File: config.mk
export PLATFORM = sky130hd
export DESIGN_NAME = result_uart_tx
export DESIGN_NICKNAME = d
export VERILOG_FILES = /design/src/rtl/result_uart_tx.sv
export SDC_FILE = /design/constraint.sdc
export NUM_CORES = 1
export LEC_CHECK = 0
export CORE_ASPECT_RATIO = 0.8
export CORE_UTILIZATION = 40
export DETAILED_ROUTE_END_ITERATION = 8
export GPL_TIMING_DRIVEN = 0
export PLACE_DENSITY = 0.63
export SLEW_MARGIN = 10
export SYNTH_ARGS = -nofsm -noshare
export SYNTH_HDL_FRONTEND = slang
export SYNTH_SLANG_ARGS = --single-unit
File: constraint.sdc
create_clock -name clk -period 3.2 [get_ports clk]
set_input_delay 0.64 -clock clk [delete_from_list [all_inputs] [get_ports clk]]
set_output_delay 0.64 -clock clk [all_outputs]
set_load 0.02 [all_outputs]
File: src/rtl/result_uart_tx.sv
// result_uart_tx: serialises 5-bit classifier results onto a UART line.
// Results are queued in a small FIFO and sent as {3'b000, result} bytes,
// LSB first, with one start bit and one stop bit. Each bit lasts CLKS_PER_BIT
// clocks, and back-to-back frames are sent with no idle gap between them.
//
// Optional feature: define RESULT_UART_TX_PARITY_EN to append an even-parity
// bit after data bit 7. The default build has no parity state or logic.
//
// FSM states:
//   state  | meaning
//   IDLE   | line idle (high), waiting for the FIFO to become non-empty
//   START  | start bit (low) on the line
//   DATA   | data bits 0..7, LSB first
//   PARITY | even parity of the data byte (only with RESULT_UART_TX_PARITY_EN)
//   STOP   | stop bit (high); at its end, chains to START if more data waits
//
// The serial line is registered one cycle behind the state register. Because
// of that, a result strobed into an idle block reaches the line (start bit)
// two edges after it is sampled.
module result_uart_tx #(
  parameter int CLKS_PER_BIT = 139,
  parameter int FIFO_DEPTH   = 4
) (
  input  logic       clk,
  input  logic       rst_n,
  input  logic       result_data_valid,
  input  logic [4:0] result_data,
  output logic       tx_o,
  output logic       busy,
  output logic       overflow
);

  localparam int AW = $clog2(FIFO_DEPTH);
  localparam int CW = AW + 1;
  localparam int BW = $clog2(CLKS_PER_BIT);
  localparam logic [BW-1:0] BAUD_LOAD = BW'(CLKS_PER_BIT - 1);
  localparam logic [CW-1:0] FIFO_FULL_CNT = CW'(FIFO_DEPTH);

`ifdef RESULT_UART_TX_PARITY_EN
  typedef enum logic [2:0] {IDLE, START, DATA, PARITY, STOP} state_t;
`else
  typedef enum logic [2:0] {IDLE, START, DATA, STOP} state_t;
`endif

  // result FIFO
  logic [4:0]    fifo_mem [FIFO_DEPTH];
  logic [AW-1:0] wr_ptr;
  logic [AW-1:0] rd_ptr;
  logic [CW-1:0] count;
  logic [CW-1:0] count_nxt;
  logic [4:0]    fifo_head;
  logic          fifo_empty;
  logic          fifo_full;
  logic          push;
  logic          pop;
  logic          drop;

  // transmitter
  state_t        state;
  logic [BW-1:0] baud_cnt;
  logic          baud_done;
  logic [2:0]    bit_idx;
  logic [7:0]    shreg;
  logic          line;
  logic          busy_nxt;
`ifdef RESULT_UART_TX_PARITY_EN
  logic          parity_bit;
`endif

  assign fifo_empty = (count == '0);
  assign fifo_full  = (count == FIFO_FULL_CNT);
  assign fifo_head  = fifo_mem[rd_ptr];
  assign baud_done  = (baud_cnt == '0);

  // A new frame is loaded from IDLE right away, or at the last stop-bit cycle
  // so that the next start bit follows the stop bit with no gap.
  assign pop  = !fifo_empty && ((state == IDLE) || ((state == STOP) && baud_done));
  // A pop in the same cycle frees a slot, so a write into a full FIFO still lands.
  assign push = result_data_valid && (!fifo_full || pop);
  assign drop = result_data_valid && fifo_full && !pop;

  // FIFO occupancy after this cycle's push/pop
  always_comb begin
    count_nxt = count;
    case ({push, pop})
      2'b10:   count_nxt = count + CW'(1);
      2'b01:   count_nxt = count - CW'(1);
      default: count_nxt = count;
    endcase
  end

  // busy covers a queued result and the final stop-bit cycle still on the line
  assign busy_nxt = (state != IDLE) || pop || (count_nxt != '0);

  // serial line value for the current state, registered into tx_o
  always_comb begin
    line = 1'b1;
    case (state)
      START:   line = 1'b0;
      DATA:    line = shreg[0];
`ifdef RESULT_UART_TX_PARITY_EN
      PARITY:  line = parity_bit;
`endif
      default: line = 1'b1;
    endcase
  end

  // FIFO storage; the pointers are reset, so stale contents are never read
  always_ff @(posedge clk) begin
    if (rst_n && push) begin
      fifo_mem[wr_ptr] <= result_data;
    end
  end

  // FIFO pointers and occupancy, wrapping modulo FIFO_DEPTH
  always_ff @(posedge clk) begin
    if (!rst_n) begin
      wr_ptr <= '0;
      rd_ptr <= '0;
      count  <= '0;
    end else begin
      if (push) begin
        wr_ptr <= wr_ptr + AW'(1);
      end
      if (pop) begin
        rd_ptr <= rd_ptr + AW'(1);
      end
      count <= count_nxt;
    end
  end

  // transmit FSM with baud down-counter and registered outputs
  always_ff @(posedge clk) begin
    if (!rst_n) begin
      state      <= IDLE;
      baud_cnt   <= '0;
      bit_idx    <= '0;
      shreg      <= '0;
`ifdef RESULT_UART_TX_PARITY_EN
      parity_bit <= 1'b0;
`endif
      tx_o       <= 1'b1;
      busy       <= 1'b0;
      overflow   <= 1'b0;
    end else begin
      tx_o     <= line;
      busy     <= busy_nxt;
      overflow <= drop;
      case (state)
        IDLE: begin
          if (pop) begin
            state    <= START;
            shreg    <= {3'b000, fifo_head};
            baud_cnt <= BAUD_LOAD;
            bit_idx  <= '0;
`ifdef RESULT_UART_TX_PARITY_EN
            parity_bit <= ^fifo_head;
`endif
          end
        end
        START: begin
          if (baud_done) begin
            state    <= DATA;
            baud_cnt <= BAUD_LOAD;
          end else begin
            baud_cnt <= baud_cnt - BW'(1);
          end
        end
        DATA: begin
          if (baud_done) begin
            baud_cnt <= BAUD_LOAD;
            shreg    <= {1'b0, shreg[7:1]};
            if (bit_idx == 3'd7) begin
              bit_idx <= '0;
`ifdef RESULT_UART_TX_PARITY_EN
              state   <= PARITY;
`else
              state   <= STOP;
`endif
            end else begin
              bit_idx <= bit_idx + 3'd1;
            end
          end else begin
            baud_cnt <= baud_cnt - BW'(1);
          end
        end
`ifdef RESULT_UART_TX_PARITY_EN
        PARITY: begin
          if (baud_done) begin
            state    <= STOP;
            baud_cnt <= BAUD_LOAD;
          end else begin
            baud_cnt <= baud_cnt - BW'(1);
          end
        end
`endif
        STOP: begin
          if (baud_done) begin
            if (pop) begin
              state    <= START;
              shreg    <= {3'b000, fifo_head};
              baud_cnt <= BAUD_LOAD;
              bit_idx  <= '0;
`ifdef RESULT_UART_TX_PARITY_EN
              parity_bit <= ^fifo_head;
`endif
            end else begin
              state <= IDLE;
            end
          end else begin
            baud_cnt <= baud_cnt - BW'(1);
          end
        end
        default: begin
          state    <= IDLE;
          baud_cnt <= '0;
          bit_idx  <= '0;
        end
      endcase
    end
  end

endmodule
==> impl_results.md <==
- Sequential share of power: 34.0%
- Worst VDD drop: 0.0003229 V
- Async SR Flop Fraction: 0%
- Residual DRC: 0
- Max-Cap Viols: 0
- RSZ-0062 raised after global routing: no
- Class of the worst hold path: flip-flop to flip-flop
- DR vias: 1,958
- DR iter-0 viols: 175
- Routed vias/inst: 5.578
- Vias in the first global route: 1,817
- Data required, critical path: 3.41 ns
- # IOs: 11
- Clock Power Share: 15.6%
- Top FF cell, synth: dfxtp_1
- Comb pwr share: 50.4%
- Crit path cell chain: inv_1 -> ha_1 -> nor4b_4 -> buf_4 -> a31oi_4 -> buf_6 -> nor3_1 -> fa_1 -> and2_1 -> o311a_1 -> a211o_2 -> o311ai_2
- DP Worst Slack: 0.2066 ns
- DR pass1 iterations: 4
- Final setup margin: 0.3167 ns
- Final ANT Viol Nets: 0
- Average wire per standard cell: 15.79 um
- Power Density: 872.7 nW/um^2
- Most frequent cells in the layout: dfxtp_1 (30), nand2_1 (25), edfxtp_1 (20), a21oi_1 (17), inv_1 (14)
- Fin crit period: 2.883 ns
- # fillers: 619
- Diode count: 0
- Synthesized Nets: 268
- First-pass GRT wire length: 9.114 mm
- H-tree Lvls: 2
- Utilization after layout: 46.43%
- Worst slew margin: 54.06%
- Setup Skew: 0.01750 ns
- Footprint of the multi-input gates: 1328 um^2
- Max Buffers Root-to-Sink: 2
- Post-synth cell types: 57
- # port buffers: 10
- Slowest-stage cell, CP: fa_1
- Final setup violation count: 0
- Setup tns final: 0 ns
- DIE AREA: 6918 um^2
- CTS buffer count: 5
- Resize count post-CTS: 0
- CTS sink cnt: 50
- Yosys reg bits: 50
- Initial core utilization: 41.33%
- Register area: 1201 um^2
- Pin count of the biggest net entering global routing: 19
- Psw: 1120 uW
- CP max stage delay: 0.45 ns
- Crit. End Element: flip-flop
- Max Slew Vio Count: 0
- Die Wd: 92.75 um
- F_max: 346.8 MHz
- Share of layout cells above drive strength 1: 13.48%
- Overall routed net length: 5.541 mm
- Number of synthesized flops with an enable pin: 20
- Root Driver: clkbuf_8
- Initial antenna violation count: 0
- Mean Syn Cell Area: 10.71 um^2
- WS Path Type: flip-flop to flip-flop
- Most common cell after layout, fill and taps aside: dfxtp_1
- Register area share after synthesis: 45.58%
- Endpoints failing hold: 0
- Grt ovf: 0
- Worst slew pin tran: 0.6828 ns
- Area grow syn2layout: 12.35%
- Post-Synthesis Cells: 246
- Status: finished clean
- Leak Pwr: 0.001073 uW
- Arrival time worst endpoint: 3.10 ns
- Die H: 74.60 um
- HPWL reported at the end of detailed placement: 3.932 mm
- Startpoint Class: flip-flop
- Synth warnings: 0
- Standard-cell rows: 26
- GRT Resource Usage Total: 17.06%
- Critical path fanouts, max: 10
- Int Pwr: 1463 uW
- Period utilisation layout: 90.10%
- CTS tree: done
- CTS clk-pin slew, worst paths: 0.10 ns
- Core area: 6376 um^2
- Mapped Area: 2635 um^2
- Sw Ratio: 43.36%
- Clk_lat worst skew: 0.31 ns
- RePlAce Congestion: 0.8426
- Nets: 288
-- critical path, delay by kind of cell, from the launching register on --
kind | cells | cell delay (ns)
AO/OA/AOI/OAI | 4 | 0.81
adder cells (fa/ha/maj) | 2 | 0.69
buffers and inverters | 3 | 0.47
flip-flops | 1 | 0.41
AND/OR/NAND/NOR | 3 | 0.41
-- metrics by stage --
step,power [uW],cells,hold slack [ns],cell area [um^2]
after floorplan,1845,246,0.4322,2635
after global placement,2118,340,0.4455,2840
after detailed placement,2139,340,0.4564,2840
after CTS,2542,348,0.4710,2938
after global routing,2764,351,0.4916,2960
final,2584,351,0.4655,2960
-- sequential cells by signal, summed over array words and instances (netlist names), named ones only --
| register | count |
|---|---|
| wr_ptr | 2 |
| tx_o | 1 |
| count | 3 |
| baud_cnt | 8 |
| overflow | 1 |
| state | 2 |
| shreg | 5 |
| bit_idx | 3 |
| busy | 1 |
| fifo_mem | 20 |
| rd_ptr | 2 |
-- cell families (layout without fill, tap and decap cells) --
group	count (synthesis)	after routing	synth area share (%)
buffers and inverters	26	47	4.036
multiplexers	20	20	10.16
flip-flops	50	50	45.58
AND/OR/NAND/NOR	74	74	14.77
adder cells (fa/ha/maj)	14	14	6.933
XOR/XNOR	1	1	0.3324
AO/OA/AOI/OAI	61	61	18.19
-- worst paths after layout --
kind                                              from                    end  slack (ns)  cells past startpoint
worst max-delay path            baud_cnt[0]$_SDFF_PN0_    count[2]$_SDFF_PN0_        0.32                     12
worst min-delay path             shreg[0]$_SDFFE_PN0P_  shreg[0]$_SDFFE_PN0P_        0.47                      2
worst max register to register  baud_cnt[0]$_SDFF_PN0_    count[2]$_SDFF_PN0_        0.32                     12
worst min register to register   shreg[0]$_SDFFE_PN0P_  shreg[0]$_SDFFE_PN0P_        0.47                      2
-- power by group through the flow --
stage          sequential (uW)  clock, uW  combinational (uW)
6_report                   880        402                1300
5_1_grt                    894        440                1430
3_3_place_gp               887          0                1230
3_5_place_dp               891          0                1250
4_1_cts                    876        414                1250
2_1_floorplan              880          0                 965
-- cell usage after synthesis, drive strengths merged (2+ instances only) --
master / count / area share (%)
mux2: 4 / 1.7
o21ai: 11 / 2.1
o31ai: 2 / 1.1
and2: 4 / 0.95
nor2: 12 / 1.7
a31oi: 8 / 2.9
ha: 13 / 6.2
o31a: 2 / 0.66
nor3: 7 / 1.5
and3: 2 / 0.52
o311ai: 2 / 0.95
dfxtp: 30 / 23
buf: 3 / 0.76
mux2i: 11 / 4.2
a211oi: 4 / 2.0
nand3: 8 / 1.5
clkbuf: 8 / 1.1
nand2: 25 / 3.6
o311a: 2 / 0.76
nor4: 2 / 0.47
inv: 14 / 2.0
a22oi: 2 / 0.76
or3: 5 / 1.2
nand2b: 3 / 0.71
a311o: 2 / 0.76
a21oi: 17 / 3.2
edfxtp: 20 / 23
mux4: 5 / 4.3
-- what timing repair did --
| item | 4_1_cts | 5_1_grt |
|---|---|---|
| setup buffers | 0 | 3 |
| hold buffers | 0 | 0 |
| setup endpoints to repair | 0 | 1 |
| hold endpoints to repair | 0 | 0 |
-- per-layer routing --
metal	vias to the layer above	GRT usage (%)	part of all wire (%)	wire length [um]
met2	53	26.09	45	2493
li1	958	-	-	-
met1	944	25.56	51	2809
met4	0	3.590	0.38	21
met3	3	2.863	3.9	217
met5	-	0	0	0
-- final cells by class --
class | count | area share (%)
multi-input combinational | 170 | 44.84
sequential | 50 | 40.57
timing repair buffer | 13 | 4.142
tap | 84 | 3.550
clock buffer | 5 | 2.325
inverter | 15 | 1.902
buffer | 11 | 1.691
clock inverter | 3 | 0.9721
Power figures use the tool's default switching activity.
